`config.mk`:
```
export PLATFORM = sky130hd
export DESIGN_NAME = mem_access_ctrl_flat
export DESIGN_NICKNAME = d
export VERILOG_FILES = /design/src/rtl/mem_access_ctrl_if.sv /design/src/rtl/mem_access_ctrl.sv /design/src/flat_wrapper.sv
export SDC_FILE = /design/constraint.sdc
export NUM_CORES = 1
export LEC_CHECK = 0
export ABC_CLOCK_PERIOD_IN_PS = 2360
export CAP_MARGIN = 20
export CORE_AREA = 2 2 137 139
export CTS_BUF_LIST = sky130_fd_sc_hd__clkbuf_8 sky130_fd_sc_hd__clkbuf_16
export CTS_CLUSTER_SIZE = 16
export DETAILED_ROUTE_END_ITERATION = 12
export DIE_AREA = 0 0 139 141
export HOLD_SLACK_MARGIN = 0.05
export PLACE_DENSITY = 0.79
export SLEW_MARGIN = 20
export SYNTH_ARGS = -nofsm -noshare
export SYNTH_HDL_FRONTEND = slang
export SYNTH_SLANG_ARGS = --single-unit
```
`constraint.sdc`:
```
create_clock -name clk -period 2.36 [get_ports clk]
set_input_delay 0.472 -clock clk [delete_from_list [all_inputs] [get_ports clk]]
set_output_delay 0.472 -clock clk [all_outputs]
set_load 0.1 [all_outputs]
```
`src/rtl/mem_access_ctrl_if.sv`:
```
// Data-memory bus between mem_access_ctrl and a synchronous RAM.
//   master : controller side, drives address/enables/byte enables/write data, receives q.
//   slave  : memory side, the reverse.
// Signals:
//   mem_address  doubleword address (ADDR_W bits)
//   mem_clken    memory clock enable
//   mem_rden     read enable
//   mem_wren     write enable
//   mem_byteena  per-byte write enables
//   mem_data     write data, already placed on its byte lanes
//   mem_q        read data, returned RD_LATENCY cycles after mem_rden
interface mem_access_ctrl_if #(
    parameter int ADDR_W = 10
);
    logic [ADDR_W-1:0] mem_address;
    logic              mem_clken;
    logic              mem_rden;
    logic              mem_wren;
    logic [7:0]        mem_byteena;
    logic [63:0]       mem_data;
    logic [63:0]       mem_q;

    modport master (
        output mem_address, mem_clken, mem_rden, mem_wren, mem_byteena, mem_data,
        input  mem_q
    );

    modport slave (
        input  mem_address, mem_clken, mem_rden, mem_wren, mem_byteena, mem_data,
        output mem_q
    );
endinterface

```
`src/rtl/mem_access_ctrl.sv`:
```
// Memory-stage access controller: turns a pipeline load/store request into
// data-memory control, stalls the pipeline while a load waits for the RAM,
// and extracts/extends the loaded lane.
// Ports:
//   clk, rst        clock, synchronous active-low reset
//   MemReadEnM      load request
//   MemWriteEnM     store request
//   MemSizeM        00 byte, 01 half, 10 word, 11 double
//   LoadUnsignedM   1 zero-extend, 0 sign-extend the load result
//   ALUResultM      byte address
//   ReadData2M      store data, right-aligned
//   StallM          hold IF/ID/EX/MEM pipeline registers
//   LoadValidM      ReadDataM is valid this cycle
//   ReadDataM       extended load result (held between loads)
//   AccessErrM      misaligned or read+write request (IDLE only)
//   mem             data-memory bus (master modport)
module mem_access_ctrl #(
    parameter int ADDR_W     = 10,
    parameter int RD_LATENCY = 2
) (
    input  logic                      clk,
    input  logic                      rst,
    input  logic                      MemReadEnM,
    input  logic                      MemWriteEnM,
    input  logic [1:0]                MemSizeM,
    input  logic                      LoadUnsignedM,
    input  logic [63:0]               ALUResultM,
    input  logic [63:0]               ReadData2M,
    output logic                      StallM,
    output logic                      LoadValidM,
    output logic [63:0]               ReadDataM,
    output logic                      AccessErrM,
    mem_access_ctrl_if.master         mem
);

    localparam int CNT_W = (RD_LATENCY > 1) ? $clog2(RD_LATENCY) : 1;

    typedef enum logic [1:0] {
        IDLE,
        RD_WAIT,
        DONE
    } state_t;

    state_t             state_q, state_d;
    logic [CNT_W-1:0]   cnt_q, cnt_d;
    logic [63:0]        rdata_q, rdata_d;

    logic [2:0]         off;
    logic               misaligned;
    logic               err;
    logic               in_idle;
    logic               ld_ok;
    logic               st_ok;
    logic [7:0]         be_base;
    logic [63:0]        shifted;
    logic [63:0]        extracted;
    logic               unused_addr_hi;

    assign off            = ALUResultM[2:0];
    assign unused_addr_hi = ^ALUResultM[63:ADDR_W+3];

    always_comb begin
        misaligned = 1'b0;
        be_base    = 8'h01;
        case (MemSizeM)
            2'b00: begin misaligned = 1'b0;        be_base = 8'h01; end
            2'b01: begin misaligned = off[0];      be_base = 8'h03; end
            2'b10: begin misaligned = |off[1:0];   be_base = 8'h0F; end
            default: begin misaligned = |off;      be_base = 8'hFF; end
        endcase
    end

    assign err     = ((MemReadEnM | MemWriteEnM) & misaligned) | (MemReadEnM & MemWriteEnM);
    assign in_idle = (state_q == IDLE);
    // Requests are only acted on in IDLE and never while reset is asserted.
    assign ld_ok   = rst & in_idle & MemReadEnM  & ~err;
    assign st_ok   = rst & in_idle & MemWriteEnM & ~err;

    // Load lane extraction: the addressed byte lands at bit 0 before extension.
    assign shifted = mem.mem_q >> {off, 3'b000};

    always_comb begin
        extracted = shifted;
        case (MemSizeM)
            2'b00: extracted = LoadUnsignedM ? {56'b0, shifted[7:0]}
                                             : {{56{shifted[7]}}, shifted[7:0]};
            2'b01: extracted = LoadUnsignedM ? {48'b0, shifted[15:0]}
                                             : {{48{shifted[15]}}, shifted[15:0]};
            2'b10: extracted = LoadUnsignedM ? {32'b0, shifted[31:0]}
                                             : {{32{shifted[31]}}, shifted[31:0]};
            default: extracted = shifted;
        endcase
    end

    always_comb begin
        state_d = state_q;
        cnt_d   = cnt_q;
        rdata_d = rdata_q;
        case (state_q)
            IDLE: begin
                if (ld_ok) begin
                    cnt_d   = CNT_W'(RD_LATENCY - 1);
                    state_d = RD_WAIT;
                end
            end
            RD_WAIT: begin
                if (cnt_q != '0) begin
                    cnt_d = cnt_q - CNT_W'(1);
                end else begin
                    rdata_d = extracted;
                    state_d = DONE;
                end
            end
            DONE: state_d = IDLE;
            default: state_d = IDLE;
        endcase
    end

    always_ff @(posedge clk) begin
        if (!rst) begin
            state_q <= IDLE;
            cnt_q   <= '0;
            rdata_q <= '0;
        end else begin
            state_q <= state_d;
            cnt_q   <= cnt_d;
            rdata_q <= rdata_d;
        end
    end

    assign StallM      = ld_ok | (rst & (state_q == RD_WAIT));
    assign LoadValidM  = rst & (state_q == DONE);
    assign AccessErrM  = rst & in_idle & err;
    assign ReadDataM   = rdata_q;

    assign mem.mem_clken   = rst;
    assign mem.mem_address = ALUResultM[ADDR_W+2:3];
    assign mem.mem_rden    = ld_ok;
    assign mem.mem_wren    = st_ok;
    assign mem.mem_byteena = st_ok ? (be_base << off) : '0;
    assign mem.mem_data    = ReadData2M << {off, 3'b000};

endmodule

```
`src/flat_wrapper.sv`:
```
// flat-port wrapper written by rule: the top's interface ports become plain ports
module mem_access_ctrl_flat 
#(
    parameter int ADDR_W     = 10,
    parameter int RD_LATENCY = 2
)
  (clk, rst, MemReadEnM, MemWriteEnM, MemSizeM, LoadUnsignedM, ALUResultM, ReadData2M, StallM, LoadValidM, ReadDataM, AccessErrM, mem_mem_address, mem_mem_clken, mem_mem_rden, mem_mem_wren, mem_mem_byteena, mem_mem_data, mem_mem_q);
  mem_access_ctrl_if #(.ADDR_W(ADDR_W)) mem_i ();
  input  logic clk;
  input  logic rst;
  input  logic MemReadEnM;
  input  logic MemWriteEnM;
  input  logic [1:0] MemSizeM;
  input  logic LoadUnsignedM;
  input  logic [63:0] ALUResultM;
  input  logic [63:0] ReadData2M;
  output logic StallM;
  output logic LoadValidM;
  output logic [63:0] ReadDataM;
  output logic AccessErrM;
  output wire logic [$bits(mem_i.mem_address)-1:0] mem_mem_address;
  output wire logic [$bits(mem_i.mem_clken)-1:0] mem_mem_clken;
  output wire logic [$bits(mem_i.mem_rden)-1:0] mem_mem_rden;
  output wire logic [$bits(mem_i.mem_wren)-1:0] mem_mem_wren;
  output wire logic [$bits(mem_i.mem_byteena)-1:0] mem_mem_byteena;
  output wire logic [$bits(mem_i.mem_data)-1:0] mem_mem_data;
  input wire logic [$bits(mem_i.mem_q)-1:0] mem_mem_q;
  assign mem_mem_address = mem_i.mem_address;
  assign mem_mem_clken = mem_i.mem_clken;
  assign mem_mem_rden = mem_i.mem_rden;
  assign mem_mem_wren = mem_i.mem_wren;
  assign mem_mem_byteena = mem_i.mem_byteena;
  assign mem_mem_data = mem_i.mem_data;
  assign mem_i.mem_q = mem_mem_q;
  mem_access_ctrl #(.ADDR_W(ADDR_W), .RD_LATENCY(RD_LATENCY)) u_core (.clk(clk), .rst(rst), .MemReadEnM(MemReadEnM), .MemWriteEnM(MemWriteEnM), .MemSizeM(MemSizeM), .LoadUnsignedM(LoadUnsignedM), .ALUResultM(ALUResultM), .ReadData2M(ReadData2M), .StallM(StallM), .LoadValidM(LoadValidM), .ReadDataM(ReadDataM), .AccessErrM(AccessErrM), .mem(mem_i));
endmodule
```
## After elaboration in Yosys (flattened, before gate mapping)

Index checks and enable logic that the tools add are counted.

- Shift operators: 3
- Reductions and logical operators: 8
- Add/sub/neg operators: 1
- Equal/unequal tests: 6
- Mux-type cells: 13
- Bitwise logic cells: 15

Operators by type and width:

| kind | number |
|---|---|
| $mux W64 | 3 |
| $pmux W64 S3 | 1 |
| $shl A64 B6 Y64 | 1 |
| $shr A64 B6 Y64 | 1 |
| $pmux W8 S3 | 1 |
| $and A1 B1 Y1 | 10 |
| $mux W8 | 1 |
| $shl A8 B3 Y8 | 1 |
| $reduce_and A2 Y1 | 3 |
| $eq A2 B1 Y1 const B | 2 |
| $eq A2 B2 Y1 const B | 2 |
| $logic_not A2 Y1 | 2 |
| $mux W2 | 2 |
| $ne A2 B2 Y1 const B | 2 |
| $pmux W2 S2 | 1 |
| $or A1 B1 Y1 | 3 |
| $pmux W1 S3 | 1 |
| $reduce_or A3 Y1 | 1 |
| $mux W1 | 2 |
| $not A1 Y1 | 2 |
| $pmux W1 S2 | 1 |
| $reduce_bool A2 Y1 | 1 |
| $reduce_or A2 Y1 | 1 |
| $sub A1 B1 Y1 const B | 1 |

- Register bits: 67
- Logic and storage cells: 49
- Bits of input ports: 199

## Depth between registers and ports, before layout

- Word-level depth: 8
- Mapped depth: 9
- Mapped depth without buffers: 5

## Worst setup path after synthesis

No wires, ideal clock.

- Path kind: in2out
- Start: input port ALUResultM[0]
- End: output port mem_mem_byteena[5]
- Arrival: 6.200 ns
- Slack: -4.312 ns
- Stages: 7
- Path through: buf_4 -> buf_2 -> buf_4 -> o2bb2ai_1 -> nor2_1 -> nand3_1 -> a2111oi_0

- Longest elaborated chain between the ends: 7
- Elaborated cells on any way between the ends: 9
- Classes of those cells: shift: 1; mux: 2; bitwise: 4; reduce/logical: 2

Ends and longest elaborated chain:

| element | RTL line | RTL |
|---|---|---|
| start: declaration | flat_wrapper.sv:15 | `input logic [63:0] ALUResultM;` |
| $reduce_or A3 Y1 / $reduce_or A2 Y1 (equally long branches) | mem_access_ctrl.sv:69, mem_access_ctrl.sv:68 |  |
| $pmux W1 S3 | mem_access_ctrl.sv:65 | `case (MemSizeM)` |
| $and A1 B1 Y1 | mem_access_ctrl.sv:73 | `assign err = ((MemReadEnM \| MemWriteEnM) & misaligned) \| (MemReadEnM & MemWriteEnM);` |
| $or A1 B1 Y1 | mem_access_ctrl.sv:73 |  |
| $not A1 Y1 | mem_access_ctrl.sv:77 | `assign st_ok = rst & in_idle & MemWriteEnM & ~err;` |
| $and A1 B1 Y1 | mem_access_ctrl.sv:77 |  |
| $mux W8 (*) | mem_access_ctrl.sv:140 | `assign mem.mem_byteena = st_ok ? (be_base << off) : '0;` |
| end: declaration | flat_wrapper.sv:25 | `output wire logic [$bits(mem_i.mem_byteena)-1:0] mem_mem_byteena;` |

Every way passes the cells marked *; elsewhere a longest branch is shown, timed or not.

## Final worst setup path

- Start: input port ReadData2M[24]
- End: output port mem_mem_data[56]

- Longest elaborated chain between the ends: 1

Ends and longest elaborated chain:

| element | RTL line | RTL |
|---|---|---|
| start: declaration | flat_wrapper.sv:16 | `input logic [63:0] ReadData2M;` |
| $shl A64 B6 Y64 | mem_access_ctrl.sv:141 | `assign mem.mem_data = ReadData2M << {off, 3'b000};` |
| end: declaration | flat_wrapper.sv:26 | `output wire logic [$bits(mem_i.mem_data)-1:0] mem_mem_data;` |

No other way between the ends.

==> flow_results.xml <==
<?xml version="1.0" encoding="UTF-8"?>
<metrics>
  <group name="floorplanning">
    <metric name="floorplan.die_area" unit="um^2">19600</metric>
    <metric name="ios" unit="">351</metric>
    <metric name="start_util" unit="">0.350</metric>
    <metric name="chipWidth" unit="um">139</metric>
    <metric name="core_area" unit="um^2">18300</metric>
    <metric name="placementRows" unit="">50</metric>
    <metric name="die_height" unit="um">141</metric>
  </group>
  <group name="layout">
    <metric name="final_layout_size_suffix_gt1_frac" unit="">0.419</metric>
    <metric name="regArea" unit="um^2">1340</metric>
    <metric name="antenna_cells_inserted" unit="">0</metric>
    <metric name="combined_area_of_the_multi_input_logic_cells" unit="um^2">5460</metric>
    <metric name="postLayoutCoreUtil" unit="">0.654</metric>
    <metric name="layout.filler_cells" unit="">1429</metric>
    <metric name="area_delta_synth_final" unit="%">86.9</metric>
    <metric name="fin_nets" unit="">1328</metric>
  </group>
  <group name="placed_design">
    <metric name="port_buffers" unit="">279</metric>
    <metric name="place_hpwl" unit="mm">21.5</metric>
    <metric name="place_congestion" unit="">0.929</metric>
    <metric name="post-place-ws" unit="ps">-445</metric>
  </group>
  <group name="critical_path">
    <metric name="critical_path_arrival" unit="ps">1900</metric>
    <metric name="beginning_of_the_worst_register_to_register_path" unit="">u_core.state_q[0]</metric>
    <metric name="critical_path_cell_count" unit="">6</metric>
    <metric name="crit_type" unit="">in -&gt; out</metric>
    <metric name="worstSetupEndpoint" unit="">mem_mem_data[56]</metric>
    <metric name="cpMaxStageDelayCell" unit="">clkdlybuf4s50_1</metric>
    <metric name="worst_ep_required_time" unit="ps">1890</metric>
    <metric name="timing.critical_path.to_type" unit="">output port</metric>
    <metric name="startpoint_type" unit="">input pin</metric>
    <metric name="worst_r2r_path_depth" unit="">6</metric>
    <metric name="crit_path_start" unit="">ReadData2M[24]</metric>
    <metric name="critPathMaxFanout" unit="">4</metric>
    <metric name="crit_path_max_incr_delay" unit="ps">580</metric>
    <metric name="critPathTopFamily" unit="">buffers and inverters</metric>
    <metric name="timing.rr.end" unit="">u_core.ReadDataM[62]</metric>
    <metric name="timing.reg2reg.setup_slack" unit="ps">660</metric>
    <metric name="timing.critical_path.cells" unit="">clkdlybuf4s50_1 -&gt; nor2b_2 -&gt; a211oi_2 -&gt; a211o_1 -&gt; o21ai_4 -&gt; buf_12</metric>
    <metric name="crit_path_buffers_inverters" unit="">2</metric>
  </group>
  <group name="clock_network">
    <metric name="cts_tree" unit="">built</metric>
    <metric name="clock_latency" unit="ps">330</metric>
    <metric name="cts-hold-fix-buffers" unit="">0</metric>
    <metric name="maximum_clock_insertion_buffer_count" unit="">2</metric>
    <metric name="worst_path_clk_slew" unit="ps">60</metric>
    <metric name="clock_sinks" unit="">67</metric>
    <metric name="master_cell_of_the_clock_root_buffer" unit="">clkbuf_16</metric>
    <metric name="number_of_levels_in_the_clock_h_tree" unit="">3</metric>
    <metric name="numCtsBuffers" unit="">9</metric>
  </group>
  <group name="synth">
    <metric name="synthesis.area_per_instance" unit="um^2">7.75</metric>
    <metric name="synthArstFlopShare" unit="">0</metric>
    <metric name="yosys_register_bits" unit="">67</metric>
    <metric name="synth-warning-count" unit="">0</metric>
    <metric name="synthesis.instances" unit="">824</metric>
    <metric name="synth.yosys.seq_area_share" unit="">0.210</metric>
    <metric name="mappedNetlistNets" unit="">1023</metric>
    <metric name="synthesis.area" unit="um^2">6390</metric>
    <metric name="synthDistinctLibCells" unit="">52</metric>
    <metric name="synth_enable_flop_cells" unit="">0</metric>
    <metric name="top_ff_cell_synth" unit="">dfxtp_1</metric>
  </group>
  <group name="power_and_ir_drop">
    <metric name="power.leakage" unit="nW">4.76</metric>
    <metric name="p_per_cell_area" unit="nW/um^2">470</metric>
    <metric name="max-vdd-ir-drop" unit="mV">0.422</metric>
    <metric name="total_power" unit="W">0.00561</metric>
  </group>
  <group name="drt">
    <metric name="final_antenna_net_count" unit="">0</metric>
    <metric name="met3_wirelength" unit="mm">2.37</metric>
    <metric name="wl_per_cell" unit="um">21.1</metric>
    <metric name="detail_route.wirelength" unit="mm">28.9</metric>
    <metric name="routed-via-count" unit="">7954</metric>
    <metric name="drt_drc_violations_left" unit="">0</metric>
    <metric name="firstDrtPassIters" unit="">7</metric>
    <metric name="route.layer.met1.wl" unit="mm">11.8</metric>
    <metric name="detail_route.iter0.violations" unit="">736</metric>
    <metric name="via_to_cell_ratio" unit="">5.82</metric>
    <metric name="met2_length" unit="mm">13.8</metric>
    <metric name="maxUsedRoutingLayer" unit="">met4</metric>
  </group>
  <group name="global_route">
    <metric name="grt_pass1_wl" unit="mm">43.3</metric>
    <metric name="global_route.overflow_total" unit="">0</metric>
    <metric name="global_route.usage.total" unit="">0.278</metric>
    <metric name="grt_max_degree" unit="">70</metric>
    <metric name="grt_pass1_vias" unit="">7803</metric>
    <metric name="antenna_violations_before_repair" unit="">0</metric>
  </group>
  <group name="outcome">
    <metric name="failing_checks" unit="">setup timing</metric>
    <metric name="run_status" unit="">finished, violations left</metric>
  </group>
  <group name="sta">
    <metric name="hold_slack" unit="ps">481</metric>
    <metric name="finalWorstPathRequiredPeriod" unit="ps">2380</metric>
    <metric name="maxClockFrequency" unit="MHz">421</metric>
    <metric name="postLayoutSetupSlackWorst" unit="ps">-15.8</metric>
    <metric name="fin_tns_setup" unit="ps">-15.8</metric>
    <metric name="setup_viol" unit="">1</metric>
    <metric name="tightestPinTransition" unit="ps">660</metric>
    <metric name="worst_clock_skew" unit="ps">3.45</metric>
    <metric name="timing.final.crit_share" unit="">1.01</metric>
    <metric name="rsz0062_at_grt" unit="">yes</metric>
    <metric name="final-max-slew-violation-count" unit="">0</metric>
    <metric name="final-hold-violation-count" unit="">0</metric>
    <metric name="worst_slew_margin_rel" unit="">0.558</metric>
  </group>
  <group name="min_path">
    <metric name="worstHoldStart" unit="">u_core.ReadDataM[7]</metric>
    <metric name="hold_class" unit="">reg -&gt; reg</metric>
  </group>
  <group name="job">
    <metric name="cap_violations" unit="">0</metric>
  </group>
</metrics>
-- state kept, by name, summed over array words and instances, names as in the netlist --
register          count
u_core.ReadDataM     64
u_core.cnt_q          1
u_core.state_q        2
-- how the worst min path moves through the flow --
stage,to,depth (start not counted),slack [ps]
after global placement,u_core.ReadDataM[7],2,450
after detailed placement,u_core.ReadDataM[7],2,470
after floorplan,u_core.state_q[0],2,530
after CTS,u_core.ReadDataM[7],2,480
after global routing,u_core.ReadDataM[7],2,490
final,u_core.ReadDataM[7],2,480
-- placed cells by master (no fill, tap or decap), types with 4 or more instances in the layout --
cell type        synthesis  final
buf_4                   16    154
clkdlybuf4s50_1          0    126
mux2i_1                110    102
buf_12                   0     95
o21ai_0                104     77
a21oi_1                 75     68
nand2_1                 70     67
dfxtp_1                 67     67
nor2_1                  58     38
a21oi_2                 30     36
mux2_2                  24     24
nor2b_1                 25     21
nor2_4                   0     18
a31oi_1                 16     16
o21ai_2                  0     16
o22ai_4                  0     16
a211oi_1                23     13
nand2b_1                13     12
mux4_2                  11     11
o21ai_4                  0     10
clkbuf_16                0     10
and2_2                   0      8
o211ai_1                 7      7
o221a_2                  7      7
mux2i_2                  0      6
a211oi_4                 0      6
a211o_1                  6      6
o22ai_1                 21      5
nor3_4                   0      5
a211oi_2                 1      5
and2_4                   0      4
o2bb2ai_1                5      4
-- worst reg2reg max path: stages, from the launching register on --
cell	delay [ps]
dfxtp_1	360
nor2b_1	230
nand2b_1	80
buf_4	200
a2111oi_4	270
buf_12	290
a21oi_1	150
-- layout make-up --
type,instances,area share
Clock buffer,9,0.0189
Clock inverter,6,0.00964
Inverter,3,0.00105
Multi-Input combinational cell,660,0.457
Sequential cell,67,0.112
Tap cell,234,0.0245
Timing Repair Buffer,388,0.376
-- kinds of logic after synthesis --
kind of cell | share of synthesized area
AO/OA/AOI/OAI | 0.310
AND/OR/NAND/NOR | 0.147
multiplexers | 0.256
buffers and inverters | 0.0771
flip-flops | 0.210
-- power breakdown --
group	switching [W]	internal [W]
Clock	0.000511	0.00103
Combinational	0.00176	0.00114
Sequential	0.0000157	0.00116
Total	0.00229	0.00332
-- cells in the mapped netlist (2+ instances only) --
cell	count	area, um^2
a2111oi_0	2	17.5
a211o_1	6	52.6
a211oi_1	23	173
a21oi_1	75	375
a21oi_2	30	263
a22oi_1	2	15.0
a2bb2oi_1	3	26.3
a31oi_1	16	100
and2_1	12	75.1
buf_1	6	22.5
buf_2	34	170
buf_4	16	120
buf_6	3	33.8
clkbuf_1	36	135
dfxtp_1	67	1340
inv_1	3	11.3
mux2_2	24	270
mux2i_1	110	1100
mux4_2	11	248
nand2_1	70	263
nand2b_1	13	81.3
nand3_1	3	15.0
nor2_1	58	218
nor2b_1	25	156
nor3_1	7	35.0
o211ai_1	7	52.6
o21a_1	2	15.0
o21ai_0	104	521
o221a_2	7	78.8
o22ai_1	21	131
o2bb2ai_1	5	43.8
o32a_1	2	20.0
or2_2	2	12.5
-- per-stage QoR --
stage	instance area, um^2	instances
final	11900	1367
after global routing	11900	1367
after CTS	11800	1365
after detailed placement	11400	1346
after global placement	11400	1346
after floorplan	7570	824
-- per-layer routing --
metal	vias to the layer above	global-route usage
li1	3636	-
met1	3824	0.359
met2	417	0.458
met3	77	0.0581
met4	0	0.102
met5	-	0
-- timing repair --
| action | in CTS | in global routing |
|---|---|---|
| gates cloned | 1 | 1 |
| buffers inserted | 3 | 1 |
| gates resized for setup | 15 | 18 |
| pin swaps | 4 | 2 |
| setup endpoints to repair | 15 | 25 |
Power figures use the tool's default switching activity.
